File: src/rtl/instr_fetch.sv
// rtl/instr_fetch.sv - RISC-V instruction fetch stage: pc, imem handshake, IR and decoded fields
module instr_fetch #(
  parameter logic [31:0] RESET_PC = 32'h0000_0000
) (
  input  logic        clk,
  input  logic        rst_n,
  output logic        imem_req,
  output logic [31:0] imem_addr,
  input  logic [31:0] imem_rdata,
  input  logic        imem_valid,
  input  logic        stall,
  input  logic        branch_taken,
  input  logic [31:0] branch_target,
  output logic [31:0] instr,
  output logic [31:0] instr_pc,
  output logic        instr_valid,
  output logic [6:0]  OP,
  output logic [2:0]  Funct3,
  output logic [6:0]  Funct7,
  output logic [4:0]  rd,
  output logic [4:0]  rs1,
  output logic [4:0]  rs2,
  output logic        misaligned_fault
);

  typedef enum logic [1:0] {
    FETCH = 2'd0,
    ISSUE = 2'd1,
    HALT  = 2'd2
  } state_t;

  state_t      state, state_nxt;
  logic [31:0] pc, pc_nxt;
  logic [31:0] ir, ir_nxt;
  logic [31:0] ipc, ipc_nxt;

  always_ff @(posedge clk or negedge rst_n) begin
    if (!rst_n) begin
      state <= FETCH;
      pc    <= RESET_PC;
      ir    <= 32'h0;
      ipc   <= 32'h0;
    end else begin
      state <= state_nxt;
      pc    <= pc_nxt;
      ir    <= ir_nxt;
      ipc   <= ipc_nxt;
    end
  end

  // pc already points past the issued instruction, so only a taken branch rewrites it
  always_comb begin
    state_nxt = state;
    pc_nxt    = pc;
    ir_nxt    = ir;
    ipc_nxt   = ipc;
    case (state)
      FETCH: begin
        if (imem_valid) begin
          ir_nxt    = imem_rdata;
          ipc_nxt   = pc;
          pc_nxt    = pc + 32'd4;
          state_nxt = ISSUE;
        end
      end
      ISSUE: begin
        if (!stall) begin
          if (!branch_taken) begin
            state_nxt = FETCH;
          end else if (branch_target[1:0] == 2'b00) begin
            pc_nxt    = branch_target;
            state_nxt = FETCH;
          end else begin
            state_nxt = HALT;
          end
        end
      end
      HALT: state_nxt = HALT;
      default: state_nxt = FETCH;
    endcase
  end

  assign imem_req         = (state == FETCH);
  assign imem_addr        = pc;
  assign instr            = ir;
  assign instr_pc         = ipc;
  assign instr_valid      = (state == ISSUE);
  assign misaligned_fault = (state == HALT);

  assign OP     = ir[6:0];
  assign Funct3 = ir[14:12];
  assign Funct7 = ir[31:25];
  assign rd     = ir[11:7];
  assign rs1    = ir[19:15];
  assign rs2    = ir[24:20];

endmodule

File: config.mk
export PLATFORM = sky130hd
export DESIGN_NAME = instr_fetch
export DESIGN_NICKNAME = d
export VERILOG_FILES = /design/src/rtl/instr_fetch.sv
export SDC_FILE = /design/constraint.sdc
export NUM_CORES = 1
export LEC_CHECK = 0
export CORE_MARGIN = 8
export CORE_UTILIZATION = 47
export CTS_CLUSTER_DIAMETER = 30
export CTS_CLUSTER_SIZE = 8
export DETAILED_ROUTE_END_ITERATION = 16
export GPL_TIMING_DRIVEN = 0
export PLACE_DENSITY = 0.87
export SKIP_CTS_REPAIR_TIMING = 1
export SYNTH_ARGS = -nofsm -noshare
export SYNTH_HDL_FRONTEND = slang
export SYNTH_SLANG_ARGS = --single-unit
File: constraint.sdc
create_clock -name clk -period 5.2 [get_ports clk]
set_input_delay 0.52 -clock clk [delete_from_list [all_inputs] [get_ports clk]]
set_output_delay 0.52 -clock clk [all_outputs]
set_load 0.02 [all_outputs]
After elaboration in Yosys (flattened, before gate mapping):

Index checks and enable logic that the tools add are counted.

* output and inout port bits: 131
* logic and storage cells: 27
* flip-flop bits (word level): 98

* multiplexer cells: 10
* equal/unequal tests: 6
* reduce and logical (&&, ||, !) cells: 6
* add/sub/neg operators: 1

Operators by type and width (count)
* two-way mux 32 bit: 4
* one-hot mux 32 bit (2 select lines): 1
* adder 32 x 3 -> 32 bit (second input constant): 1
* two-way mux 2 bit: 4
* one-hot mux 2 bit (3 select lines): 1
* AND reduction 5 bit: 1
* zero test 2 bit: 2
* != test 2 x 1 -> 1 bit (second input constant): 2
* != test 2 bit (second input constant): 2
* AND reduction 2 bit: 2
* == test 2 x 1 -> 1 bit (second input constant): 1
* == test 2 bit (second input constant): 1
* nonzero test 2 bit: 1

Logic depth before layout (Yosys ltp):

Gate-level depths: netlist of the first run.

* depth in word-level cells: 5
* mapped depth: 8
* mapped depth without buffers: 6

Worst setup path after synthesis of the first run:

OpenSTA, ideal clock, no wires.

* path type: register to register
* start: register pc[2], in the netlist imem_addr[2]
* end: register pc[20], in the netlist imem_addr[20]
* setup slack: 3072 ps
* stages on the path, launching flop included: 8
* clock period less this slack: 2128 ps
* data arrival time: 2029 ps
* path through: dfrtp_1 ha_1 nand4_1 or4_1 buf_4 nor2_4 a211oi_1 a311oi_1

* longest elaborated chain between the ends: 3

RTL lines
* start, declared: RTL line 33 `logic [31:0] pc, pc_nxt;`
* start signal, assigned: RTL line 45 `pc <= pc_nxt;`
* adder 32 x 3 -> 32 bit: RTL line 62 `pc_nxt = pc + 32'd4;`
* two-way mux 32 bit: RTL line 59 `if (imem_valid) begin`
* one-hot mux 32 bit (2 select lines): RTL line 57 `case (state)`

No other way between the ends. The select of a mux whose other input is x is not followed.
A chain may end at the register's enable or synchronous reset.

Worst setup path after layout of the first run:

* start: register state[1]
* end: output instr_valid

* longest elaborated chain between the ends: 1

RTL lines
* start, declared: RTL line 32 `state_t state, state_nxt;`
* start signal, assigned: RTL line 44 `state <= state_nxt;`
* == test 2 x 1 -> 1 bit: RTL line 87 `assign instr_valid = (state == ISSUE);`
* end, declared: RTL line 16 `output logic instr_valid,`

No other way between the ends.

==> reports/results.tsv, run 1 <==
stage	metric	value	unit
power_and_ir_drop	power	4.90	mW
synthesis	synth_edf_count	0	
placement	place_congestion	0.882	
layout	drive_above_1_share	0.0879	
sta	clock_skew	0.0128	ns
setup_path	rr_startpoint	imem_addr[2]	
min_path	hold_path_class	input port to asynchronous set/reset pin	
grt	grt_usage	0.260	
floorplan	num_io_pins	200	
setup_path	critical_path.startpoint_type	register	
placement	place_inst	905	
sta	hold_viol_final	0	
route	viasPerCell	5.39	
outcome	status	finished clean	
route	avgRoutedWirePerCell	19.4	microns
setup_path	critPathLaunch	state[1]	
layout	fin_util	0.710	
clock_tree	cts_root_buf	clkbuf_8	
route	ant_nets	0	
floorplan	dieArea	0.0137	sq mm
sta	whs	0.0665	ns
setup_path	path_cells	nand2b_1 > clkinv_1 > clkbuf_1 > clkdlybuf4s50_1	
clock_tree	cts_buffer_depth	2	
sta	slew_headroom	0.550	
layout	antenna_cells	0	
setup_path	crit_type	register to primary output	
grt	grt_pass1_wl	27000	microns
route	drt_iter0_drc	384	
synthesis	seq_area_frac_synth	0.510	
grt	grt_pass1_vias	4989	
run	maxCapViolations	0	
route	num_vias	4967	
grt	grt_max_degree	72	
clock_tree	cts_tree	yes	
sta	clock.fmax	341	MHz
synthesis	async_flop_share	1.00	
power_and_ir_drop	p_per_area	681	mW/mm^2
route	drcViolationCount	0	
setup_path	crit_fanout	10	
route	dr.pass1.iters	6	
clock_tree	cts_sinks	98	
setup_path	cp.required	4.68	ns
sta	fin_setup_tns	0	ns
route	routed_wl	17900	microns
synthesis	synth_cells	569	
synthesis	syn-cell-area	0.00481	sq mm
clock_tree	numCtsBuffers	9	
sta	setup_ws	2.27	ns
floorplan	core_area	0.0101	sq mm
layout	area_delta_synth_final	49.6	%
layout	nNetsFinal	850	
setup_path	cp.arrival	2.41	ns
layout	final_cells	921	
floorplan	die_y	117	microns
floorplan	fp.dieW	117	microns
clock_tree	cts_htree_levels	3	
clock_tree	clk-insertion-delay-late	0.37	ns
grt	grt_overflow	0	
synthesis	synth_top_area_share	0.510	
placement	place_area	0.00700	sq mm
layout	final_area	0.00720	sq mm
layout	fill_cells	785	
power_and_ir_drop	ir_drop	341	uV
sta	fin_crit_sh	0.563	
sta	grt_setup_unrepaired	false	
floorplan	rows	37	
sta	tightest_slew	0.668	ns
placement	post-place-ws	2.36	ns
layout	final_cell_mix	nand2_1, clkdlybuf4s50_1, dfrtp_1	
placement	dp_hpwl	13700	microns
sta	period_minus_slack	2.93	ns
layout	final_common_cell	nand2_1	
setup_path	end_kind	primary output	
synthesis	synth.distinct_cells	57	
synthesis	syn_area_per_cell	8.45	sq um
synthesis	yosysTopAreaCell	dfrtp_1	
grt	antenna_found_initial	0	
sta	drv_slew	0	
synthesis	synth_nets	639	
synthesis	synth-seq-cells	98	
clock_tree	clk_pin_slew_worst_paths	0.10	ns
synthesis	yosysWarnings	0	
placement	io_buffer_count	199	
setup_path	critPathMaxStageDelay	0.72	ns
power_and_ir_drop	p_leak	3.23	nW
sta	setup-violations-final	0	
synthesis	synth-main-ff-cell	dfrtp_1	
synthesis	synth.area.top_cells	dfrtp_1, nand2_1, buf_4	
setup_path	crit_slowest_cell	clkdlybuf4s50_1	
floorplan	start_util	0.474	
==> power breakdown <==
part           internal, mW  switching (mW)  leakage (nW)
Combinational          1.31            1.62          1.95
Sequential             1.10           0.357          1.19
Clock                 0.228           0.283        0.0939
==> state kept, by name, indices dropped and copies added, names as in the netlist <==
signal,flops
state,2
imem_addr,32
instr_pc,32
instr,32
==> area by class of cell <==
type	count	area, sq um	share of cell area
Multi-Input combinational cell	404	1960	0.273
Clock inverter	6	71.3	0.00991
Sequential cell	98	2450	0.341
Inverter	2	7.51	0.00104
Tap cell	136	170	0.0236
Buffer	65	385	0.0536
Clock buffer	10	128	0.0177
Timing Repair Buffer	200	2020	0.280
==> final timing paths <==
kind / endpoint / cells after the start / slack [ns]
max in group asynchronous: imem_addr[19] / 2 / 4.45
hold reg to reg: instr_pc[6] / 2 / 0.48
setup reg to reg: imem_addr[26] / 7 / 2.79
setup / recovery: instr_valid / 4 / 2.27
min in group clk: instr_pc[6] / 2 / 0.48
hold / removal: imem_addr[7] / 1 / 0.07
==> per-layer routing <==
layer | track usage | vias up | wire length, microns
met5 | 0 | - | 0
met4 | 0.105 | 0 | 500
met3 | 0.0657 | 41 | 1630
met2 | 0.455 | 223 | 8830
met1 | 0.297 | 2388 | 6900
li1 | - | 2315 | -
==> cells in the mapped netlist, drive strengths merged (4+ instances only) <==
| cell type | count |
|---|---|
| and2 | 4 |
| nor2 | 30 |
| nor4b | 4 |
| and3 | 5 |
| a31oi | 6 |
| a21oi | 30 |
| dfrtp | 98 |
| clkbuf | 16 |
| nor3 | 9 |
| nand3 | 11 |
| o21ai | 19 |
| or3 | 6 |
| nor4 | 5 |
| nand4 | 15 |
| buf | 49 |
| nand2 | 215 |
| o22ai | 8 |
==> critical path, delay by kind of cell (launching register included) <==
| family | cells | cell delay (ns) |
|---|---|---|
| buffers and inverters | 3 | 1.42 |
| and+or+nand+nor | 1 | 0.21 |
| DFF | 1 | 0.42 |
==> cells by family (layout without fill, tap and decap cells) <==
kind of cell	count (synthesis)	after routing	share of synthesized area
and+or+nand+nor	318	318	0.296
muxes	3	3	0.00624
adders and majority gates	1	1	0.00260
AOI/OAI and AO/OA	82	82	0.104
DFF	98	98	0.510
buffers and inverters	67	283	0.0817
Power figures use the tool's default switching activity.
==> run 2, diff against run 1 <==
Settings changed: CORE_UTILIZATION 47 to 43, PLACE_DENSITY 0.87 to 0.8.
Clock period 5.2 ns to 3.1 ns, I/O delays scaled along.
==> run 2 against run 1 <==
Register-to-register slack got worse by 2.1 ns. First-iteration DRC count is 17% higher. Sequential power increased by 68%. Clock power rose by 85%. Count of clock-buffer cells in the layout is 2 higher. Global-route usage shrank 3.7 points. Via count about the same. Critical path depth did not move. Non-clock buffer count is 1 higher. Die area grew 8.0%. Core utilization fell by 4.5 points. Setup slack worse by 2.0 ns. Critical endpoint unchanged. Largest cell class unchanged.
==> reports/results.tsv, run 2 (synthesis results as in run 1) <==
stage	metric	value	unit	change
setup_path	path_cells	nand2b_1 > clkinv_1 > clkbuf_1 > clkdlybuf4s50_1		unchanged
layout	area_delta_synth_final	50.5	%	was 49.6%
setup_path	critical_path.startpoint_type	register		unchanged
power_and_ir_drop	ir_drop	840	uV	was 341 uV
route	drt_iter0_drc	448		was 384
route	routed_wl	17100	microns	was 17900 microns
layout	final_cell_mix	nand2_1, clkdlybuf4s50_1, dfrtp_1		unchanged
clock_tree	cts_tree	yes		unchanged
setup_path	end_kind	primary output		unchanged
grt	grtUsageMet3	0.0611		was 0.0657
placement	io_buffer_count	199		unchanged
sta	grt_setup_unrepaired	false		unchanged
route	dr.pass1.iters	6		unchanged
layout	nNetsFinal	851		was 850
grt	grt_max_degree	54		was 72
clock_tree	numCtsBuffers	9		unchanged
route	num_vias	4968		was 4967
route	ant_nets	0		unchanged
setup_path	crit_slowest_cell	clkdlybuf4s50_1		unchanged
layout	final_common_cell	nand2_1		unchanged
layout	regArea	0.00245	sq mm	unchanged
sta	clock.fmax	359	MHz	
clock_tree	cts_sinks	98		unchanged
setup_path	crit_type	register to primary output		unchanged
sta	whs	0.467	ns	was 0.0665 ns
clock_tree	clk-insertion-delay-late	0.37	ns	about the same
sta	slew_headroom	0.508		was 0.550
grt	grt_usage	0.223		was 0.260
floorplan	dieArea	0.0148	sq mm	was 0.0137 sq mm
sta	fin_crit_sh	0.899		
layout	antenna_cells	0		unchanged
sta	period_minus_slack	2.79	ns	
sta	drv_slew	0		unchanged
setup_path	crit_fanout	10		unchanged
layout	fill_cells	920		was 785
power_and_ir_drop	p_per_area	1140	mW/mm^2	was 681 mW/mm^2
sta	hold_viol_final	0		unchanged
setup_path	critPathMaxStageDelay	0.73	ns	was 0.72 ns
grt	busiest_layer	met2		unchanged
layout	multi_input_comb_area	0.00196	sq mm	unchanged
placement	place_inst	909		was 905
placement	place_congestion	0.939		was 0.882
grt	grt_pass1_wl	26200	microns	was 27000 microns
sta	tightest_slew	0.732	ns	was 0.668 ns
sta	clock_skew	0.00995	ns	was 0.0128 ns
layout	final_cells	926		was 921
run	maxCapViolations	0		unchanged
grt	met1_usage	0.271		was 0.297
power_and_ir_drop	power	8.23	mW	was 4.90 mW
setup_path	cp.arrival	2.48	ns	was 2.41 ns
clock_tree	cts_buffer_depth	2		unchanged
setup_path	cp.required	2.79	ns	was 4.68 ns
grt	antenna_found_initial	0		unchanged
floorplan	fp.dieW	122	microns	was 117 microns
grt	grt_overflow	0		unchanged
layout	drive_above_1_share	0.0878		was 0.0879
floorplan	start_util	0.442		was 0.474
clock_tree	cts_root_buf	clkbuf_8		unchanged
clock_tree	clk_pin_slew_worst_paths	0.09	ns	was 0.10 ns
route	viasPerCell	5.37		was 5.39
route	drcViolationCount	0		unchanged
grt	gr-usage-met2	0.383		was 0.455
min_path	hold_path_class	input port to register		was input port to asynchronous set/reset pin
floorplan	die_y	122	microns	was 117 microns
route	avgRoutedWirePerCell	18.5	microns	was 19.4 microns
power_and_ir_drop	p_leak	3.26	nW	was 3.23 nW
outcome	status	finished clean		unchanged
floorplan	core_area	0.0109	sq mm	was 0.0101 sq mm
sta	setup-violations-final	0		unchanged
floorplan	num_io_pins	200		unchanged
placement	dp_hpwl	13100	microns	was 13700 microns
grt	grt_pass1_vias	4902		was 4989
clock_tree	cts_htree_levels	3		unchanged
floorplan	rows	38		was 37
sta	fin_setup_tns	0	ns	unchanged
[run 2: metrics by stage]
| step | setup slack [ns] | util | area, sq um |
|---|---|---|---|
| after floorplan | 0.972 | - | 4810 |
| after CTS | 0.331 | 0.664 | 7230 |
| after global routing | 0.244 | 0.665 | 7240 |
| after detailed placement | 0.466 | 0.643 | 7000 |
| after global placement | -1.93 | 0.641 | 6980 |
| final | 0.314 | 0.665 | 7240 |
[run 2: power by group]
| group | total (mW) | switching, mW | internal [mW] |
|---|---|---|---|
| Sequential | 2.45 | 0.598 | 1.85 |
| Combinational | 4.84 | 2.65 | 2.19 |
| Clock | 0.945 | 0.445 | 0.500 |
[run 2: final timing paths]
kind,startpoint,to,slack (ns),cells after the start
min in group asynchronous,rst_n,instr_pc[12],0.50,2
hold / removal,imem_rdata[10],instr[10],0.47,3
hold reg to reg,instr_pc[10],instr_pc[10],0.48,2
max in group asynchronous,rst_n,instr[3],1.92,3
setup / recovery,state[1],instr_valid,0.31,4
setup reg to reg,imem_addr[2],imem_addr[20],0.73,7
[run 2: area by class of cell]
class / instances / area share
buffer: 65 / 0.0532
sequential: 98 / 0.339
inverter: 2 / 0.00104
clock buffer: 12 / 0.0214
multi-input combinational: 404 / 0.271
tap: 140 / 0.0242
clock inverter: 4 / 0.0102
timing repair buffer: 201 / 0.280
[run 2: per-layer routing]
| layer | share of wire | vias to the layer above |
|---|---|---|
| met4 | 0.014 | 0 |
| met2 | 0.48 | 260 |
| met1 | 0.41 | 2378 |
| met3 | 0.099 | 30 |
| li1 | - | 2300 |
| met5 | 0 | - |
[run 2: worst max-delay path: cells and delay by family, from the launching register on]
family	cells	cell delay, ns
AND/OR/NAND/NOR	1	0.23
flip-flops	1	0.41
buffers and inverters	3	1.46
==> run 3, diff against run 2 <==
--- a/config.mk
+++ b/config.mk
@@ -7,3 +7,3 @@
 export LEC_CHECK = 0
-export CORE_MARGIN = 8
+export CORE_MARGIN = 2
 export CORE_UTILIZATION = 43
--- a/constraint.sdc
+++ b/constraint.sdc
@@ -3,2 +3,2 @@
 set_output_delay 0.31 -clock clk [all_outputs]
-set_load 0.02 [all_outputs]
+set_load 0.05 [all_outputs]
==> run 3 against run 2 <==
Critical path depth unchanged. Sequential share of layout area increased by 0.13 points. Wire length decreased by 8.1%. Global-route usage increased by 4.1 points. Non-clock buffer count unchanged. Count of clock-buffer cells in the layout decreased by 3. Clock skew decreased by 0.0019 ns. Cell count unchanged. Via count decreased by 2.0%. Critical endpoint unchanged. Largest cell class unchanged. Highest routed layer unchanged.
==> reports/results.tsv, run 3 (synthesis results as in run 1) <==
stage	metric	value	unit	change
placement	io_buffer_count	199		unchanged
sta	hold_viol_final	0		unchanged
route	drcViolationCount	0		unchanged
sta	fin_crit_sh	0.975		was 0.899
clock_tree	cts_sinks	98		unchanged
floorplan	start_util	0.442		unchanged
route	viasPerCell	5.26		was 5.37
floorplan	rows	38		unchanged
setup_path	crit_type	register to primary output		unchanged
sta	setup-violations-final	0		unchanged
layout	final_area	0.00721	sq mm	was 0.00724 sq mm
grt	grt_usage	0.264		was 0.223
sta	slew_headroom	0.532		was 0.508
min_path	min_path_cells	3		unchanged
setup_path	cp-endpoint	instr_valid		unchanged
grt	grt_pass1_vias	4609		was 4902
clock_tree	clk-insertion-delay-late	0.38	ns	was 0.37 ns
layout	area_delta_synth_final	50.0	%	was 50.5%
layout	regArea	0.00245	sq mm	unchanged
setup_path	critical_path.startpoint_type	register		unchanged
sta	grt_setup_unrepaired	false		unchanged
setup_path	crit_fanout	10		unchanged
sta	drv_slew	0		unchanged
placement	place_congestion	0.892		was 0.939
setup_path	end_kind	primary output		unchanged
floorplan	die_y	110	microns	was 122 microns
route	dr.pass1.iters	5		was 6
route	drt_iter0_drc	350		was 448
setup_path	path_cells	nand2b_1 > clkinv_1 > clkbuf_1 > clkdlybuf4s50_1		unchanged
floorplan	fp.dieW	110	microns	was 122 microns
setup_path	r2r_end	imem_addr[20]		unchanged
layout	drive_above_1_share	0.0891		was 0.0878
layout	nNetsFinal	851		unchanged
sta	clock.fmax	331	MHz	was 359 MHz
setup_path	crit_slowest_cell	clkdlybuf4s50_1		unchanged
setup_path	critPathMaxStageDelay	0.93	ns	was 0.73 ns
setup_path	reg2reg_depth	7		unchanged
setup_path	cp.required	2.79	ns	about the same
route	ant_nets	0		unchanged
placement	post-place-ws	0.441	ns	was 0.466 ns
sta	period_minus_slack	3.02	ns	was 2.79 ns
grt	antenna_found_initial	0		unchanged
min_path	hold_path_class	input port to register		unchanged
clock_tree	cts_tree	yes		unchanged
sta	clock_skew	0.00802	ns	was 0.00995 ns
route	routed_wl	15700	microns	was 17100 microns
setup_path	reg2reg_slack	0.71	ns	was 0.73 ns
placement	place_area	0.00700	sq mm	unchanged
route	avgRoutedWirePerCell	17.0	microns	was 18.5 microns
clock_tree	cts_root_buf	clkbuf_8		unchanged
placement	dp_hpwl	11700	microns	was 13100 microns
route	num_vias	4868		was 4968
sta	setup_ws	0.0780	ns	was 0.314 ns
layout	fill_cells	893		was 920
outcome	status	finished clean		unchanged
clock_tree	cts_htree_levels	3		unchanged
setup_path	rr_startpoint	imem_addr[2]		unchanged
clock_tree	clk_pin_slew_worst_paths	0.10	ns	was 0.09 ns
floorplan	num_io_pins	200		unchanged
setup_path	cp.arrival	2.71	ns	was 2.48 ns
sta	tightest_slew	0.702	ns	was 0.732 ns
grt	grt_overflow	0		unchanged
run	maxCapViolations	0		unchanged
clock_tree	numCtsBuffers	9		unchanged
layout	final_cell_mix	nand2_1, clkdlybuf4s50_1, dfrtp_1		unchanged
setup_path	critPathLaunch	state[1]		unchanged
layout	final_common_cell	nand2_1		unchanged
grt	grt_pass1_wl	24400	microns	was 26200 microns
clock_tree	cts_buffer_depth	2		unchanged
floorplan	dieArea	0.0120	sq mm	was 0.0148 sq mm
layout	multi_input_comb_area	0.00196	sq mm	unchanged
grt	grt_max_degree	55		was 54
floorplan	core_area	0.0109	sq mm	unchanged
layout	antenna_cells	0		unchanged
[run 3: through the flow]
stage | cells | setup TNS (ns) | hold WS [ns] | util
global route | 926 | 0 | 0.450 | 0.662
detailed placement | 909 | 0 | 0.352 | 0.643
CTS | 925 | 0 | -0.0497 | 0.662
global placement | 908 | -186.91 | 0.457 | 0.641
floorplan | 569 | 0 | 0.0144 | -
finish | 926 | 0 | 0.450 | 0.662
[run 3: worst max-delay path: cells and delay by family (launching register included)]
family,cells,cell delay [ns]
DFF,1,0.41
buffers and inverters,3,1.70
and+or+nand+nor,1,0.22
[run 3: cell type report]
| cell class | instances | area share |
|---|---|---|
| plain buffers | 65 | 0.0534 |
| clock buffers | 9 | 0.0172 |
| clock inverters | 7 | 0.0108 |
| inverters | 2 | 0.00104 |
| multi-input cells | 404 | 0.272 |
| flip-flops and latches | 98 | 0.340 |
| well taps | 140 | 0.0243 |
| repair buffers | 201 | 0.281 |
[run 3: worst min path at each step]
stage	from	to	slack [ns]
after floorplan	rst_n	imem_addr[0]	0.01
after global placement	instr_pc[31]	instr_pc[31]	0.46
after detailed placement	rst_n	instr_pc[9]	0.35
after CTS	rst_n	instr_pc[9]	-0.05
after global routing	imem_rdata[26]	instr[26]	0.45
final	imem_rdata[17]	instr[17]	0.45
[run 3: layer usage]
metal	GRT usage	wire, microns	up-vias
met2	0.438	7620	241
met3	0.0587	1420	24
met1	0.345	6420	2302
met5	0	0	-
li1	-	-	2301
met4	0.0841	282	0
Power of run 3 is left out: the tool's default activity adds up to more than one toggle a clock period on the data nets, which glitch-free logic cannot reach.
==> RTL edit 1: new RTL, flow settings as in run 1 <==
Add an input register stage for `branch_target`, without a reset; this delays it by one clock. The other inputs are not delayed to match.
--- a/src/rtl/instr_fetch.sv
+++ b/src/rtl/instr_fetch.sv
@@ -29,4 +29,10 @@
     HALT  = 2'd2
   } state_t;
+
+  logic [31:0] branch_target_q;
+
+  always_ff @(posedge clk) begin
+    branch_target_q <= branch_target;
+  end
 
   state_t      state, state_nxt;
@@ -68,6 +74,6 @@
           if (!branch_taken) begin
             state_nxt = FETCH;
-          end else if (branch_target[1:0] == 2'b00) begin
-            pc_nxt    = branch_target;
+          end else if (branch_target_q[1:0] == 2'b00) begin
+            pc_nxt    = branch_target_q;
             state_nxt = FETCH;
           end else begin
Formal check against the unedited RTL: not equivalent (Yosys sat finds a counterexample within 4 cycles, from zero or initial values and one cycle with rst_n low).
==> RTL edit 1 against run 1 <==
Sequential cell count is 32 higher; first-iteration DRC count is 67% higher; area after synthesis is 11% higher; setup slack worse by 510 ps; clock power is 130% higher; wire length is 0.61% lower; total power is 19% higher; non-clock buffer count is 1 lower; die area is 9.1% higher; sequential power is 18% higher; final area is 13% higher; largest power group unchanged.
==> RTL edit 1: results (changes against run 1) <==
outcome: "finished, final reports clean"  # unchanged
grt_max_degree: 66  # was 72
synth_compound_area_frac: 0.110  # was 0.104
wl_per_cell_um: 18.6  # was 19.4 um
switching_power_mw: 2.41  # was 2.26 mW
synth_fa_ha_area_frac: 0.00235  # was 0.00260
drive_gt1_frac: 0.0972  # was 0.0879
drt_iter0_drc: 642  # was 384
grt_pass1_vias: 5241  # was 4989
finalClockSkew_ps: 5.85  # was 12.8 ps
synth_nets: 651  # was 639
pwr.group.clock_mw: 1.17  # was 511 uW
ys_seq_area_frac: 0.581  # was 0.510
place_hpwl_um: 13100  # was 13700 um
clk_latency_ps: 420  # was 370 ps
yosys.cell_types.count: 45  # was 57
routed_via_density: 5.47  # was 5.39
clk_pin_slew_ps: 60  # was 100 ps
synth_area_leaders: "dfrtp_1 46%, nand2_1 15%, dfxtp_1 12%"  # was dfrtp_1 51%, nand2_1 17%, buf_4 5.6%
seq_cell_power_mw: 1.73  # was 1.46 mW
synth_top_cells_by_count: "214 x nand2_1, 98 x dfrtp_1, 34 x a21oi_1, 32 x buf_4, 32 x dfxtp_1"  # was 215 x nand2_1, 98 x dfrtp_1, 36 x buf_4, 30 x a21oi_1, 29 x nor2_1
h-tree-depth: 4  # was 3
grt_pass1_wl_um: 27700  # was 27000 um
synthArstFlopShare: 0.754  # was 1.00
synthMuxAreaShare: 0.00376  # was 0.00624
numCtsBuffers: 17  # was 9
gpl.final_weighted_congestion: 0.911  # was 0.882
root_buffer: "clkbuf_16"  # was clkbuf_8
[RTL edit 1: layout make-up]
type	instances	area, um2
Fill cell	763	3100
Sequential cell	130	3090
Timing Repair Buffer	200	2020
Multi-Input combinational cell	384	1850
Clock buffer	23	542
Buffer	64	370
Tap cell	143	179
Clock inverter	9	65.1
Inverter	3	11.3
[RTL edit 1: cell families after synthesis]
family,after synthesis
adder cells (fa/ha/maj),1
multiplexers,2
flip-flops,130
buffers and inverters,67
AND/OR/NAND/NOR,287
AO/OA/AOI/OAI,94
[RTL edit 1: through the flow]
| step | total power [mW] | cell area, um2 | cells |
|---|---|---|---|
| floorplan | 3.22 | 5320 | 581 |
| global placement | 4.54 | 7490 | 923 |
| detailed placement | 4.65 | 7520 | 924 |
| CTS | 5.85 | 8120 | 956 |
| global route | 6.14 | 8120 | 956 |
| finish | 5.83 | 8120 | 956 |
[RTL edit 1: path summary, 6_finish.rpt]
path / start / endpoint / slack, ps / cells past startpoint
worst min-delay path: rst_n / instr_pc[9]$_DFFE_PN0P_ / 70 / 1
worst max-delay path: state[1]$_DFFE_PN0P_ / instr_valid / 1760 / 5
worst max register to register: imem_addr[2]$_DFFE_PN0P_ / imem_addr[20]$_DFFE_PN0P_ / 2680 / 6
min in group clk: instr_pc[0]$_DFFE_PN0P_ / instr_pc[0]$_DFFE_PN0P_ / 470 / 2
worst min register to register: instr_pc[0]$_DFFE_PN0P_ / instr_pc[0]$_DFFE_PN0P_ / 470 / 2
max in group asynchronous: rst_n / instr[27]$_DFFE_PN0P_ / 4420 / 2
[RTL edit 1: per-layer routing]
layer | GRT usage | vias up | wire [um]
met2 | 0.412 | 333 | 9090
met3 | 0.0653 | 61 | 1870
met1 | 0.264 | 2476 | 6270
li1 | - | 2356 | -
met4 | 0.123 | 0 | 516
met5 | 0 | - | 0
==> RTL edit 2: new RTL, config.mk and constraints of run 1 <==
Made on the original files. Encoding of `state_t`: now one-hot (3 bits for 3 states).
--- a/src/rtl/instr_fetch.sv
+++ b/src/rtl/instr_fetch.sv
@@ -24,8 +24,8 @@
 );
 
-  typedef enum logic [1:0] {
-    FETCH = 2'd0,
-    ISSUE = 2'd1,
-    HALT  = 2'd2
+  typedef enum logic [2:0] {
+    FETCH = 3'b001,
+    ISSUE = 3'b010,
+    HALT  = 3'b100
   } state_t;
 
Formal check against the unedited RTL: same outputs for any inputs over 4 cycles, from zero or initial values and one cycle with rst_n low; so few cycles prove little.
==> RTL edit 2 against run 1 <==
First-iteration DRC count is 27% lower; sequential cell count is 1 higher; total power is 3.9% lower; wire length is 16% lower; setup slack worse by 130 ps; final area is 0.54% lower; synthesized cell count is 25% lower; area after synthesis is 0.68% lower; largest cell class unchanged.
==> RTL edit 2: results (changes against run 1) <==
outcome: "finished, final reports clean"  # unchanged
grt.total_usage: 0.219  # was 0.260
root_buffer: "clkbuf_8"  # unchanged
worstSetupEndpoint: "instr_valid"  # unchanged
switching_power_mw: 1.94  # was 2.26 mW
worst_path_max_delay_cell: "clkdlybuf4s50_1"  # unchanged
synthXorXnorAreaFrac: 0  # unchanged
place_hpwl_um: 11500  # was 13700 um
drive_gt1_frac: 0.227  # was 0.0879
reg2reg_from: "imem_addr[2]$_DFFE_PN0P_"  # unchanged
final_nets: 707  # was 850
vias: 4277  # was 4967
nFillCells: 795  # was 785
dpl_cell_area_um2: 6960  # was 7000 um2
r2r_end: "imem_addr[26]$_DFFE_PN0P_"  # unchanged
syn_area_per_cell_um2: 11.2  # was 8.45 um2
synth_top_cells_by_count: "98 x dfrtp_1, 62 x mux2_2, 38 x a21oi_1, 36 x buf_4, 28 x nand2_1"  # was 215 x nand2_1, 98 x dfrtp_1, 36 x buf_4, 30 x a21oi_1, 29 x nor2_1
grt_pass1_wl_um: 23300  # was 27000 um
synth_compound_area_frac: 0.129  # was 0.104
place_inst: 762  # was 905
synthMuxAreaShare: 0.152  # was 0.00624
startpoint: "state[0]$_DFFE_PN1P_"  # was state[1]$_DFFE_PN0P_
first_pass_iters: 5  # was 6
h-tree-depth: 3  # unchanged
numCtsBuffers: 9  # unchanged
synth_area_leaders: "dfrtp_1 51%, mux2_2 15%, buf_4 5.7%"  # was dfrtp_1 51%, nand2_1 17%, buf_4 5.6%
yosysWarnings: 0  # unchanged
ys_seq_area_frac: 0.519  # was 0.510
synth_fa_ha_area_frac: 0.00262  # was 0.00260
instances_no_fill: 778  # was 921
grt_pass1_vias: 4616  # was 4989
timing.slew.headroom: 0.624  # was 0.550
finalClockSkew_ps: 16.5  # was 12.8 ps
gpl.final_weighted_congestion: 0.892  # was 0.882
num_antenna_cells: 0  # unchanged
synth_nets: 496  # was 639
drt_iter0_drc: 282  # was 384
clk_latency_ps: 370  # about the same
area_growth_pct: 49.8  # was 49.6%
yosys.cell_types.count: 52  # was 57
grt_max_degree: 60  # was 72
cpPeakStageDelay_ps: 660  # was 720 ps
slew_viol_final: 0  # unchanged
vdd_ir_drop_max_uv: 409  # was 341 uV
wirelength_um: 15000  # was 17900 um
antenna_found_initial: 0  # unchanged
reg2regPathDepth: 7  # unchanged
reg2reg_slack_ps: 3100  # was 2790 ps
ys.flop_type: "dfrtp_1"  # unchanged
cellLeakagePower_nw: 2.97  # was 3.23 nW
io_buffers: 199  # unchanged
layout_commonest_cell: "clkdlybuf4s50_1"  # was nand2_1
crit_arrival_ps: 2530  # was 2410 ps
## RTL edit 2: cell types whose count changed in the layout (fill, tap and decap cells not counted), moves of 5 or more
cell	before	now
a21oi_1	30	38
a31oi_1	6	1
and3_1	5	0
buf_1	9	0
buf_2	4	15
clkbuf_1	16	6
inv_1	1	8
mux2_2	0	62
nand2_1	215	28
nand4_1	14	8
nor2_1	29	14
o22ai_1	8	14
or3_1	5	0
## RTL edit 2: final cells by class
cell class / instances / share of cell area
Sequential cell: 99 / 0.346
Timing Repair Buffer: 200 / 0.282
Multi-Input combinational cell: 261 / 0.263
Buffer: 58 / 0.0542
Tap cell: 136 / 0.0238
Clock buffer: 11 / 0.0184
Clock inverter: 5 / 0.00857
Inverter: 8 / 0.00420
## RTL edit 2: per-layer routing
layer,vias to the layer above,GRT usage,routed length [um]
met3,35,0.0816,1710
met5,-,0,0
met1,2072,0.246,5390
met4,0,0.0811,314
li1,1926,-,-
met2,244,0.375,7610
## RTL edit 2: critical path: cells and delay by family, from the launching register on
family / cells / cell delay (ps)
buffers and inverters: 5 / 1480
AND/OR/NAND/NOR: 2 / 290
flip-flops: 1 / 400
## RTL edit 2: how the worst min path moves through the flow
stage,startpoint,to,slack (ps),cells past startpoint
2_1_floorplan,rst_n,imem_addr[0]$_DFFE_PN0P_,220,0
3_3_place_gp,instr_pc[6]$_DFFE_PN0P_,instr_pc[6]$_DFFE_PN0P_,490,1
4_1_cts,rst_n,instr_pc[22]$_DFFE_PN0P_,150,1
6_report,rst_n,instr_pc[22]$_DFFE_PN0P_,130,1
3_5_place_dp,instr_pc[17]$_DFFE_PN0P_,instr_pc[17]$_DFFE_PN0P_,500,1
5_1_grt,rst_n,instr_pc[21]$_DFFE_PN0P_,170,1
## RTL edit 2: power by group through the flow
stage	Clock (mW)	Combinational [mW]	Sequential, mW
finish	0.495	2.75	1.46
global route	0.530	2.91	1.52
CTS	0.502	2.77	1.46
detailed placement	0	2.76	1.47
global placement	0	2.70	1.44
floorplan	0	1.09	1.82
## RTL edit 2: per-stage QoR
stage	hold slack (ps)	setup WS [ps]
2_1_floorplan	224	3020
3_3_place_gp	489	-20.7
3_5_place_dp	495	2560
4_1_cts	146	2150
5_1_grt	167	2000
6_report	134	2150
## RTL edit 2: kinds of logic after synthesis
kind of cell | after synthesis
AO/OA/AOI/OAI | 100
flip-flops | 99
AND/OR/NAND/NOR | 95
buffers and inverters | 66
multiplexers | 65
adder cells (fa/ha/maj) | 1
